### config.mk
export PLATFORM = sky130hd
export DESIGN_NAME = ldpc_enc_frame_arbiter
export DESIGN_NICKNAME = d
export VERILOG_FILES = /design/src/rtl/ldpc_pkg.sv /design/src/rtl/ldpc_rr_pick.sv /design/src/rtl/ldpc_enc_frame_arbiter.sv
export SDC_FILE = /design/constraint.sdc
export NUM_CORES = 1
export LEC_CHECK = 0
export BUFFER_PORTS_ARGS = -buffer_cell sky130_fd_sc_hd__buf_2
export CAP_MARGIN = 20
export CORE_ASPECT_RATIO = 1.25
export CORE_UTILIZATION = 50
export DETAILED_ROUTE_END_ITERATION = 12
export PLACE_DENSITY = 0.74
export SLEW_MARGIN = 20
export SYNTH_ARGS = -nofsm -noshare
export SYNTH_HDL_FRONTEND = slang
export SYNTH_SLANG_ARGS = --single-unit
### constraint.sdc
create_clock -name clk -period 1.6 [get_ports clk]
set_input_delay 0.16 -clock clk [delete_from_list [all_inputs] [get_ports clk]]
set_output_delay 0.16 -clock clk [all_outputs]
set_load 0.05 [all_outputs]
### src/rtl/ldpc_pkg.sv
// Shared constants and state encoding for the LDPC encoder front-end blocks.
// Covers the CCSDS (8160,7136) code geometry and the frame arbiter FSM.
package ldpc_pkg;

  localparam int K_8160_7136 = 7136;
  localparam int N_8160_7136 = 8160;

  // Wide enough to hold K-1 for the (8160,7136) code
  localparam int BIT_CNT_W = 13;

  typedef enum logic [3:0] {
    ST_IDLE  = 4'b0001,
    ST_ARB   = 4'b0010,
    ST_FEED  = 4'b0100,
    ST_DRAIN = 4'b1000
  } arb_state_e;

endpackage

### src/rtl/ldpc_rr_pick.sv
// Combinational round-robin priority encoder: the first requester at or after
// ptr (wrapping modulo N_CH) wins.
module ldpc_rr_pick
  import ldpc_pkg::*;
#(
  parameter int N_CH = 4,
  parameter int CH_W = 2
) (
  input  logic [N_CH-1:0] req,
  input  logic [CH_W-1:0] ptr,
  output logic [CH_W-1:0] grant_idx,
  output logic            any
);

  logic [CH_W-1:0] cand_s;

  // Walk offsets from farthest to nearest so the nearest requester is written last
  always_comb begin
    grant_idx = '0;
    any       = 1'b0;
    cand_s    = '0;
    for (int off = N_CH - 1; off >= 0; off--) begin
      cand_s    = CH_W'((int'(ptr) + off) % N_CH);
      grant_idx = req[cand_s] ? cand_s : grant_idx;
      any       = any | req[cand_s];
    end
  end

endmodule

### src/rtl/ldpc_enc_frame_arbiter.sv
// Shares one serial LDPC encoder among N_CH bit-serial sources, granting it for
// one whole frame and holding the grant until the codeword has drained.
module ldpc_enc_frame_arbiter
  import ldpc_pkg::*;
#(
  parameter int N_CH = 4,
  parameter int CH_W = $clog2(N_CH),
  parameter int K    = K_8160_7136
) (
  input  logic            clk,
  input  logic            rst_n,
  input  logic [N_CH-1:0] s_axis_tdata,
  input  logic [N_CH-1:0] s_axis_tvalid,
  output logic [N_CH-1:0] s_axis_tready,
  output logic            enc_s_axis_tdata,
  output logic            enc_s_axis_tvalid,
  input  logic            enc_s_axis_tready,
  input  logic            enc_m_axis_tdata,
  input  logic            enc_m_axis_tvalid,
  input  logic            enc_m_axis_tlast,
  output logic            enc_m_axis_tready,
  output logic            m_axis_tdata,
  output logic            m_axis_tvalid,
  output logic            m_axis_tlast,
  output logic [CH_W-1:0] m_axis_tuser,
  input  logic            m_axis_tready,
  output logic            busy,
  output logic [15:0]     frame_done_cnt
);

  localparam logic [BIT_CNT_W-1:0] LAST_BIT = BIT_CNT_W'(K - 1);
  localparam logic [CH_W-1:0]      LAST_CH  = CH_W'(N_CH - 1);

  arb_state_e           state_q, state_d;
  logic [CH_W-1:0]      cur_ch_q, cur_ch_d;
  logic [CH_W-1:0]      rr_ptr_q, rr_ptr_d;
  logic [BIT_CNT_W-1:0] bit_cnt_q, bit_cnt_d;
  logic [15:0]          frame_done_cnt_q, frame_done_cnt_d;

  logic [CH_W-1:0]      pick_idx_s;
  logic                 pick_any_s;
  logic                 sel_valid_s;
  logic                 sel_data_s;
  logic                 feed_hs_s;
  logic                 cw_done_s;

  ldpc_rr_pick #(
    .N_CH (N_CH),
    .CH_W (CH_W)
  ) u_rr_pick (
    .req       (s_axis_tvalid),
    .ptr       (rr_ptr_q),
    .grant_idx (pick_idx_s),
    .any       (pick_any_s)
  );

  assign sel_valid_s = s_axis_tvalid[cur_ch_q];
  assign sel_data_s  = s_axis_tdata[cur_ch_q];
  assign feed_hs_s   = sel_valid_s & enc_s_axis_tready;
  assign cw_done_s   = enc_m_axis_tvalid & enc_m_axis_tlast & m_axis_tready;

  // The encoder never overlaps codewords, so the output side is a straight wire
  assign m_axis_tdata      = enc_m_axis_tdata;
  assign m_axis_tvalid     = enc_m_axis_tvalid;
  assign m_axis_tlast      = enc_m_axis_tlast;
  assign enc_m_axis_tready = m_axis_tready;
  assign m_axis_tuser      = cur_ch_q;
  assign busy              = (state_q != ST_IDLE);
  assign frame_done_cnt    = frame_done_cnt_q;

  // Next-state logic, frame counters and input-side steering
  always_comb begin
    state_d           = state_q;
    cur_ch_d          = cur_ch_q;
    rr_ptr_d          = rr_ptr_q;
    bit_cnt_d         = bit_cnt_q;
    frame_done_cnt_d  = frame_done_cnt_q;
    s_axis_tready     = '0;
    enc_s_axis_tdata  = 1'b0;
    enc_s_axis_tvalid = 1'b0;

    case (state_q)
      ST_IDLE: begin
        if (|s_axis_tvalid) begin
          state_d = ST_ARB;
        end else begin
          state_d = ST_IDLE;
        end
      end

      ST_ARB: begin
        if (pick_any_s) begin
          cur_ch_d  = pick_idx_s;
          bit_cnt_d = '0;
          state_d   = ST_FEED;
        end else begin
          state_d = ST_IDLE;
        end
      end

      ST_FEED: begin
        s_axis_tready[cur_ch_q] = enc_s_axis_tready;
        enc_s_axis_tdata        = sel_data_s;
        enc_s_axis_tvalid       = sel_valid_s;
        // A stalled source freezes the count; the grant is never revoked
        if (feed_hs_s) begin
          if (bit_cnt_q == LAST_BIT) begin
            bit_cnt_d = '0;
            state_d   = ST_DRAIN;
          end else begin
            bit_cnt_d = bit_cnt_q + BIT_CNT_W'(1);
          end
        end else begin
          bit_cnt_d = bit_cnt_q;
        end
      end

      ST_DRAIN: begin
        if (cw_done_s) begin
          frame_done_cnt_d = frame_done_cnt_q + 16'd1;
          rr_ptr_d         = (cur_ch_q == LAST_CH) ? '0 : cur_ch_q + CH_W'(1);
          state_d          = (|s_axis_tvalid) ? ST_ARB : ST_IDLE;
        end else begin
          state_d = ST_DRAIN;
        end
      end

      default: begin
        state_d = ST_IDLE;
      end
    endcase
  end

  // State and counter registers
  always_ff @(posedge clk or negedge rst_n) begin
    if (!rst_n) begin
      state_q          <= ST_IDLE;
      cur_ch_q         <= '0;
      rr_ptr_q         <= '0;
      bit_cnt_q        <= '0;
      frame_done_cnt_q <= 16'd0;
    end else begin
      state_q          <= state_d;
      cur_ch_q         <= cur_ch_d;
      rr_ptr_q         <= rr_ptr_d;
      bit_cnt_q        <= bit_cnt_d;
      frame_done_cnt_q <= frame_done_cnt_d;
    end
  end

endmodule

==> out/qor.txt, run 1 <==
Layout cells sized above 1: 52.9%
Layout net count: 353
Top-level port count: 44
Post-synth EDFFs: 0
Worst R2R Path Depth: 5
Vias: 2275
Setup_tns: -3.32 ns
# clock sinks: 37
Leak: 0.00170 uW
Fmax: 0.559 GHz
RSZ-0062 raised after global routing: true
Pin count of the biggest net entering global routing: 20
CP endpoint: bit_cnt_q[10]
Main area contributors after synthesis: dfrtp_1, and3_1, nand3_1, nand2_1, xor2_1
Worst R2R End: bit_cnt_q[10]
Syn Area/Cell: 9.90 um2
Relative slew slack: 68.2%
Mapped Cells: 230
Syn-to-layout area delta: 52.7%
Global-route usage over all layers: 27.8%
# DRC: 0
Drt wl/cell: 18.0 um
Largest fanout on the critical path: 6
Placed Cells: 360
Setup crit start: state_q[1]
Worst-Margin Slew: 0.478 ns
PnR worst setup slack: -0.190 ns
Core Region: 4390 um2
FF+latch area: 941 um2
Max_cap viols: 0
Global routing's busiest layer: met2
Final setup viols: 28
Hold Vio Cnt, Final: 0
IO buf count: 41
Finished Core Util: 79.1%
Critical path launch point type: flip-flop
Worst skew pair latency: 0.30 ns
DIE WIDTH: 62.3 um
R2R Setup Slk: -0.19 ns
Period utilization: 112%
Post-detail-place hpwl: 4.27 mm
Synth cell types: 59
Top FF cell, synth: dfrtp_1
Worst EP arrival: 2.01 ns
CP endpoint kind: flip-flop
Sequential share of the synthesized area: 40.7%
Status: finished with violations
Worst EP required: 1.82 ns
H-tree levels: 2
First-pass GRT wire length: 10.4 mm
Via-to-Cell Ratio: 5.82
Mapped Area: 2280 um2
Initial Util: 51.8%
Antenna-violating nets left: 0
Most common cell after layout, fill and taps aside: buf_4
PD cells: 1050 nW/um2
Commonest non-fill, non-tap cells in the layout: buf_4, buf_2, dfrtp_1, nand2_1, buf_6
Die Ht: 77.4 um
Syn Nets: 251
Inserted Diodes: 0
Clock skew: 0.00722 ns
Hold Crit Depth: 4
Reg-to-Reg Start: state_q[1]
DR iter-0 viols: 125
Hold Path Class: in -> reg
CTS root buf: clkbuf_8
Area of the multi-input gates: 1470 um2
Total CTS buffers: 5
Async set-or-reset flop fraction in the synthesized netlist: 100%
Met3 Use GR: 4.71%
Final Non-Filler Cells: 391
Failing checks: negative setup slack
Final max-slew violation count: 0
Row cnt: 27
Met2 usage: 51.1%
Max VDD drop: 0.000781 V
Met1 usage: 30.3%
Max Root-Sink Buffers: 2
Grt total ovfl: 0
Yosys top cell by area: dfrtp_1
CTS tree: built
Routability cong.: 0.850
Initial antenna violation count: 0
Minimum clock period: 1.79 ns
Die area: 4830 um2
Reg clk slew, reported paths: 0.08 ns
Drt pass-1 iters: 5
Routed WL: 7.04 mm
YS warnings: 0
Filler cell count: 273
Worst hold margin: 0.285 ns
Setup CP Type: reg -> reg
Share of the synthesized area in the top cell type: 39.6%
Number of synthesized register bits: 37
Worst slack at placement: -0.183 ns
Vias in the first global route: 2231
-- cells by family after synthesis --
group | after synthesis | share of synthesized area, %
AND/OR/NAND/NOR | 95 | 26.0
AO/OA/AOI/OAI | 48 | 15.7
flip-flops | 37 | 40.7
buffers and inverters | 23 | 4.73
XOR/XNOR | 16 | 6.16
adder cells (fa/ha/maj) | 6 | 3.30
multiplexers | 5 | 3.41
-- registers in the layout (all words and copies together), names as in the netlist --
| register | count |
|---|---|
| bit_cnt_q | 13 |
| frame_done_cnt | 16 |
| m_axis_tuser | 2 |
| rr_ptr_q | 2 |
| state_q | 4 |
-- final cells by class --
type,count,area share (%)
clock buffer,6,2.38
clock inverter,2,1.08
inverter,13,1.40
multi-input combinational,170,42.2
sequential,37,27.1
tap,58,2.09
timing repair buffer,105,23.8
-- cell usage after synthesis, drive strengths merged (6+ instances only) --
master / count
nand2: 21
nor2: 6
buf: 8
dfrtp: 36
a21oi: 8
ha: 6
nand4: 8
xnor2: 7
o21ai: 11
nand3: 18
xor2: 9
inv: 13
and3: 13
-- what timing repair did --
action                                 CTS  global route
setup endpoints to repair               28            41
hold buffers                             1             0
setup buffers                           12            12
gates resized for setup                 46            35
pin swaps                               16            25
endpoints found under the hold margin   18             0
-- worst min-delay path by stage --
stage | startpoint | end
4_1_cts | s_axis_tvalid[2] | m_axis_tuser[0]
3_3_place_gp | rst_n | bit_cnt_q[4]
5_1_grt | enc_m_axis_tdata | m_axis_tdata
6_report | s_axis_tvalid[2] | m_axis_tuser[0]
3_5_place_dp | rst_n | bit_cnt_q[4]
2_1_floorplan | rst_n | bit_cnt_q[0]
-- metrics by stage --
stage	instance area (um2)	total power, uW
6_report	3470	3650
5_1_grt	3470	3820
4_1_cts	3240	3470
3_5_place_dp	2860	2430
3_3_place_gp	2860	2390
2_1_floorplan	2320	1980
-- layer usage --
metal,share of wire [%],routed length (um),vias up
li1,-,-,1053
met1,37,2620,1113
met2,55,3880,84
met3,4.2,294,25
met4,3.5,243,0
met5,0,0,-
-- report_power, final --
part	switching [uW]	internal, uW	total (uW)	leakage, uW
combinational	861	747	1610	0.00116
sequential	123	1040	1170	0.000481
clock	368	507	875	0.0000574
total	1350	2300	3650	0.00170
-- worst max-delay path, stage by stage (launching register included) --
cell	delay, ns
dfrtp_2	0.46
nor4b_4	0.33
buf_4	0.18
nand3_4	0.13
or4b_1	0.50
o21ai_1	0.10
Note: power is estimated with default switching activity, not from simulation.
==> run 2, diff against run 1 <==
- CORE_UTILIZATION: 50 -> 55
- PLACE_DENSITY: 0.74 -> 0.77
- clock period: 1.6 -> 1.8 ns (I/O delays scaled with it)
==> run 2 against run 1 <==
Against the previous run: the flow still finishes with violations (negative setup slack); clock power is 35% lower; cell count fell by 9.2%; final area fell by 17%; core utilization fell by 4.6 points; worst hold slack worse by 0.022 ns; flip-flop and latch count unchanged; count of clock-buffer cells in the layout grew 1; largest power group unchanged; sequential power down 9%; routed wire length shrank 23%; setup slack better by 0.18 ns; critical path depth stayed put.
==> out/qor.txt, run 2 (synthesis gave the netlist of run 1 again) <==
Vias in the first global route: 1901
Int Power: 1680 uW
H-tree levels: 2
DR iter-0 viols: 202
Layout net count: 321
Worst EP arrival: 2.02 ns
Worst-Margin Slew: 0.473 ns
# DRC: 0
Global-route usage over all layers: 25.8%
Slowest-stage cell, CP: or4b_1
Final max-slew violation count: 0
Pin count of the biggest net entering global routing: 22
RSZ-0062 raised after global routing: true
PD cells: 950 nW/um2
Leak: 0.00140 uW
PnR worst setup slack: -0.00673 ns
Clock skew: 0.00934 ns
Antenna-violating nets left: 0
Total CTS buffers: 5
CTS root buf: clkbuf_8
Placed Cells: 333
Switch Pwr: 1070 uW
Pwr Total: 2750 uW
Setup CP Type: reg -> reg
FF+latch area: 932 um2
Initial antenna violation count: 0
Area of the multi-input gates: 1270 um2
Post-detail-place hpwl: 3.78 mm
Commonest non-fill, non-tap cells in the layout: buf_2, dfrtp_1, buf_4, nand2_1, nand3_1
Worst EP required: 2.01 ns
Syn-to-layout area delta: 27.0%
Setup_tns: -0.00673 ns
Sequential power share: 38.9%
Sw frac: 38.9%
Most common cell after layout, fill and taps aside: buf_2
Row cnt: 25
Largest register FFs: 16
Max_cap viols: 0
Critical path launch point type: flip-flop
Via-to-Cell Ratio: 5.90
Drt wl/cell: 15.3 um
Max stage delay on crit path: 0.54 ns
Routability cong.: 0.905
Clock share of power: 20.7%
DIE WIDTH: 59.5 um
Gate power share: 40.4%
Vias: 2093
Initial Util: 58.7%
Hold Vio Cnt, Final: 0
Layout cells sized above 1: 34.2%
Core Region: 3880 um2
Routed WL: 5.43 mm
Final Non-Filler Cells: 355
Reg clk slew, reported paths: 0.08 ns
Failing checks: negative setup slack
Inserted Diodes: 0
Die Ht: 73.9 um
CP endpoint kind: flip-flop
Minimum clock period: 1.81 ns
IO buf count: 41
Worst skew pair latency: 0.29 ns
Drt pass-1 iters: 4
Largest fanout on the critical path: 7
Final setup viols: 1
Fmax: 0.553 GHz
First-pass GRT wire length: 8.37 mm
Grt total ovfl: 0
CTS tree: built
# clock sinks: 37
Period utilization: 100%
Max VDD drop: 0.000565 V
Hold Path Class: in -> reg
Die area: 4400 um2
Relative slew slack: 68.5%
Top-level port count: 44
Filler cell count: 303
Max Root-Sink Buffers: 2
Crit-path cells: ha_2, and4_4, nand3_1, or4b_1, o21ai_1
Status: finished with violations
## run 2: cell count changes in the layout (fill, tap and decap cells not counted), sizes merged
| cell | before | now |
|---|---|---|
| buf | 104 | 71 |
| a221oi | 2 | 3 |
| bufinv | 1 | 0 |
| clkbuf | 6 | 7 |
## run 2: final timing paths
path,start,to,slack (ns),cells after the start
worst max-delay path,bit_cnt_q[0],bit_cnt_q[10],-0.007,5
worst min-delay path,s_axis_tvalid[2],m_axis_tuser[0],0.26,3
worst max register to register,bit_cnt_q[0],bit_cnt_q[10],-0.007,5
worst min register to register,frame_done_cnt[15],frame_done_cnt[15],0.46,1
max in group asynchronous,rst_n,frame_done_cnt[11],0.89,3
min in group asynchronous,rst_n,bit_cnt_q[8],0.40,2
## run 2: through the flow
| stage | cell area [um2] | worst slack (ns) | hold slack, ns | util (%) |
|---|---|---|---|---|
| final | 2890 | -0.00673 | 0.263 | 74.5 |
| after global routing | 2890 | -0.0958 | 0.286 | 74.5 |
| after CTS | 2780 | 0.00255 | 0.261 | 71.7 |
| after detailed placement | 2630 | -0.0166 | 0.158 | 67.7 |
| after global placement | 2630 | 0.0342 | 0.155 | 67.7 |
| after floorplan | 2280 | -0.00382 | -0.116 | - |
## run 2: power groups by stage
stage                     Combinational, uW  Clock, uW  Sequential, uW
after floorplan                         615          0            1120
after global placement                  926          0            1070
after detailed placement                930          0            1080
after CTS                              1010        580            1060
after global routing                   1190        619            1080
final                                  1110        568            1070
## run 2: metal layers
| metal | vias to the layer above | GRT usage [%] | wire, um |
|---|---|---|---|
| li1 | 997 | - | - |
| met1 | 994 | 30.0 | 2250 |
| met2 | 84 | 44.4 | 2760 |
| met3 | 18 | 5.99 | 274 |
| met4 | 0 | 12.4 | 149 |
| met5 | - | 0 | 0 |
## run 2: area by class of cell
class | count | share of cell area (%)
clock inverters | 1 | 0.260
flip-flops and latches | 37 | 32.2
well taps | 54 | 2.34
multi-input cells | 171 | 43.9
repair buffers | 72 | 16.9
clock buffers | 7 | 2.64
inverters | 13 | 1.69
## run 2: what timing repair did
action | CTS | global route
endpoints found under the hold margin | 18 | 0
buffers inserted | 4 | 8
cloned | 0 | 1
gates resized for setup | 11 | 12
pin swaps | 1 | 4
endpoints found under the setup margin | 11 | 15
hold buffers | 1 | 0
## run 2: worst max-delay path: cells and delay by family (launching register included)
family	cells	cell delay (ns)
AO/OA/AOI/OAI	1	0.12
adder cells (fa/ha/maj)	1	0.23
flip-flops	1	0.42
AND/OR/NAND/NOR	3	0.96
==> run 3, diff against run 2 <==
- REMOVE_ABC_BUFFERS: unset -> 1
==> run 3 against run 2 <==
Against the previous run: clock skew down 0.0057 ns; critical path type is now reg -> out; the run now ends clean; setup slack improved by 0.014 ns; via count increased by 1.9%; sequential power barely moved; highest routed layer unchanged; combinational power is 9.9% higher.
==> out/qor.txt, run 3 (synthesis gave the netlist of run 1 again) <==
Sw frac: 38.3%
Vias: 2132
Layout cells sized above 1: 37.5%
Gate power share: 42.0%
Largest fanout on the critical path: 3
CTS tree: built
PD cells: 972 nW/um2
Final setup viols: 0
Pin count of the biggest net entering global routing: 38
Fmax: 0.558 GHz
Initial Util: 58.7%
Period utilization: 99.6%
Global-route usage over all layers: 26.6%
Worst skew pair latency: 0.29 ns
DR iter-0 viols: 175
CP endpoint: enc_s_axis_tdata
Leak: 0.00144 uW
Pwr Total: 2900 uW
Layout net count: 324
IO buf count: 41
H-tree levels: 2
Syn-to-layout area delta: 31.0%
CTS root buf: clkbuf_8
Total CTS buffers: 5
FF+latch area: 930 um2
Commonest non-fill, non-tap cells in the layout: buf_2, dfrtp_1, buf_4, nand2_1, nand3_1
Reg clk slew, reported paths: 0.07 ns
Worst EP required: 1.62 ns
Most common cell after layout, fill and taps aside: buf_2
Area of the multi-input gates: 1300 um2
Setup_tns: 0 ns
First-pass GRT wire length: 8.76 mm
Hold Vio Cnt, Final: 0
Switch Pwr: 1110 uW
Largest register FFs: 16
Clock skew: 0.00363 ns
Drt pass-1 iters: 4
Final max-slew violation count: 0
# DRC: 0
CP endpoint kind: output pin
R2R Setup Slk: 0.007 ns
# clock sinks: 37
Max VDD drop: 0.000650 V
Via-to-Cell Ratio: 5.96
Worst R2R Path Depth: 6
Worst-Margin Slew: 0.466 ns
Antenna-violating nets left: 0
Drt wl/cell: 17.4 um
Int Power: 1790 uW
Grt total ovfl: 0
RSZ-0062 raised after global routing: true
Minimum clock period: 1.79 ns
Max Root-Sink Buffers: 2
Worst EP arrival: 1.61 ns
Clock share of power: 22.1%
Row cnt: 25
Filler cell count: 274
Worst R2R End: bit_cnt_q[8]
Inserted Diodes: 0
Routability cong.: 0.778
Hold Path Class: in -> reg
Status: finished clean
Die Ht: 73.9 um
Reg-to-Reg Start: m_axis_tuser[0]
Die area: 4400 um2
Setup CP Type: reg -> out
Vias in the first global route: 1948
Max_cap viols: 0
Routed WL: 6.21 mm
Critical path launch point type: flip-flop
Setup crit start: m_axis_tuser[0]
Top-level port count: 44
DIE WIDTH: 59.5 um
Initial antenna violation count: 0
Core Region: 3880 um2
Post-detail-place hpwl: 3.92 mm
Relative slew slack: 68.9%
Sequential power share: 35.9%
run 3: timing repair:
item                                    CTS  global route
hold buffers                              1             0
setup buffers                             4             5
endpoints found under the setup margin    6            20
cloned                                    0             1
resized for setup                        10            25
pin swaps                                 1            10
endpoints found under the hold margin    36             0
run 3: power groups by stage:
stage	logic [uW]	clock network (uW)	registers, uW
4_1_cts	1070	647	1030
2_1_floorplan	547	0	1130
3_5_place_dp	983	0	1050
6_report	1220	641	1040
5_1_grt	1280	680	1050
3_3_place_gp	967	0	1040
run 3: worst min path at each step:
stage	depth (start not counted)	start	to	slack (ns)
floorplan	0	rst_n	bit_cnt_q[0]	-0.12
global placement	2	rst_n	frame_done_cnt[10]	0.25
detailed placement	2	rst_n	frame_done_cnt[9]	0.25
CTS	3	s_axis_tvalid[2]	m_axis_tuser[0]	0.24
global route	3	s_axis_tvalid[2]	m_axis_tuser[0]	0.27
finish	3	s_axis_tvalid[2]	m_axis_tuser[0]	0.26
run 3: layout make-up:
cell class / count / share of cell area, %
clock buffers: 7 / 3.23
clock inverters: 1 / 0.168
inverters: 13 / 1.64
multi-input cells: 170 / 43.6
flip-flops and latches: 37 / 31.2
well taps: 54 / 2.27
repair buffers: 76 / 18.0
run 3: worst max-delay path, stage by stage, from the launching register on:
cell,delay [ns]
dfrtp_1,0.42
buf_6,0.13
mux4_2,0.48
and2_4,0.15
buf_8,0.14
run 3: metal layers:
layer / wire [um] / part of all wire, % / global-route usage (%) / up-vias
li1: - / - / - / 991
met1: 2410 / 39 / 30.3 / 1057
met2: 3420 / 55 / 47.3 / 70
met3: 246 / 4.0 / 5.11 / 14
met4: 133 / 2.1 / 12.7 / 0
met5: 0 / 0 / 0 / -
run 3: per-stage QoR:
| step | std cells | instance area, um2 | hold WS, ns | util (%) | setup slack (ns) |
|---|---|---|---|---|---|
| after floorplan | 220 | 2220 | -0.116 | - | -0.164 |
| after global placement | 339 | 2670 | 0.248 | 68.8 | 0.0478 |
| after detailed placement | 339 | 2670 | 0.251 | 68.8 | 0.0482 |
| after CTS | 352 | 2840 | 0.236 | 73.2 | 0.00839 |
| after global routing | 358 | 2980 | 0.266 | 76.9 | -0.0587 |
| final | 358 | 2980 | 0.263 | 76.9 | 0.00679 |
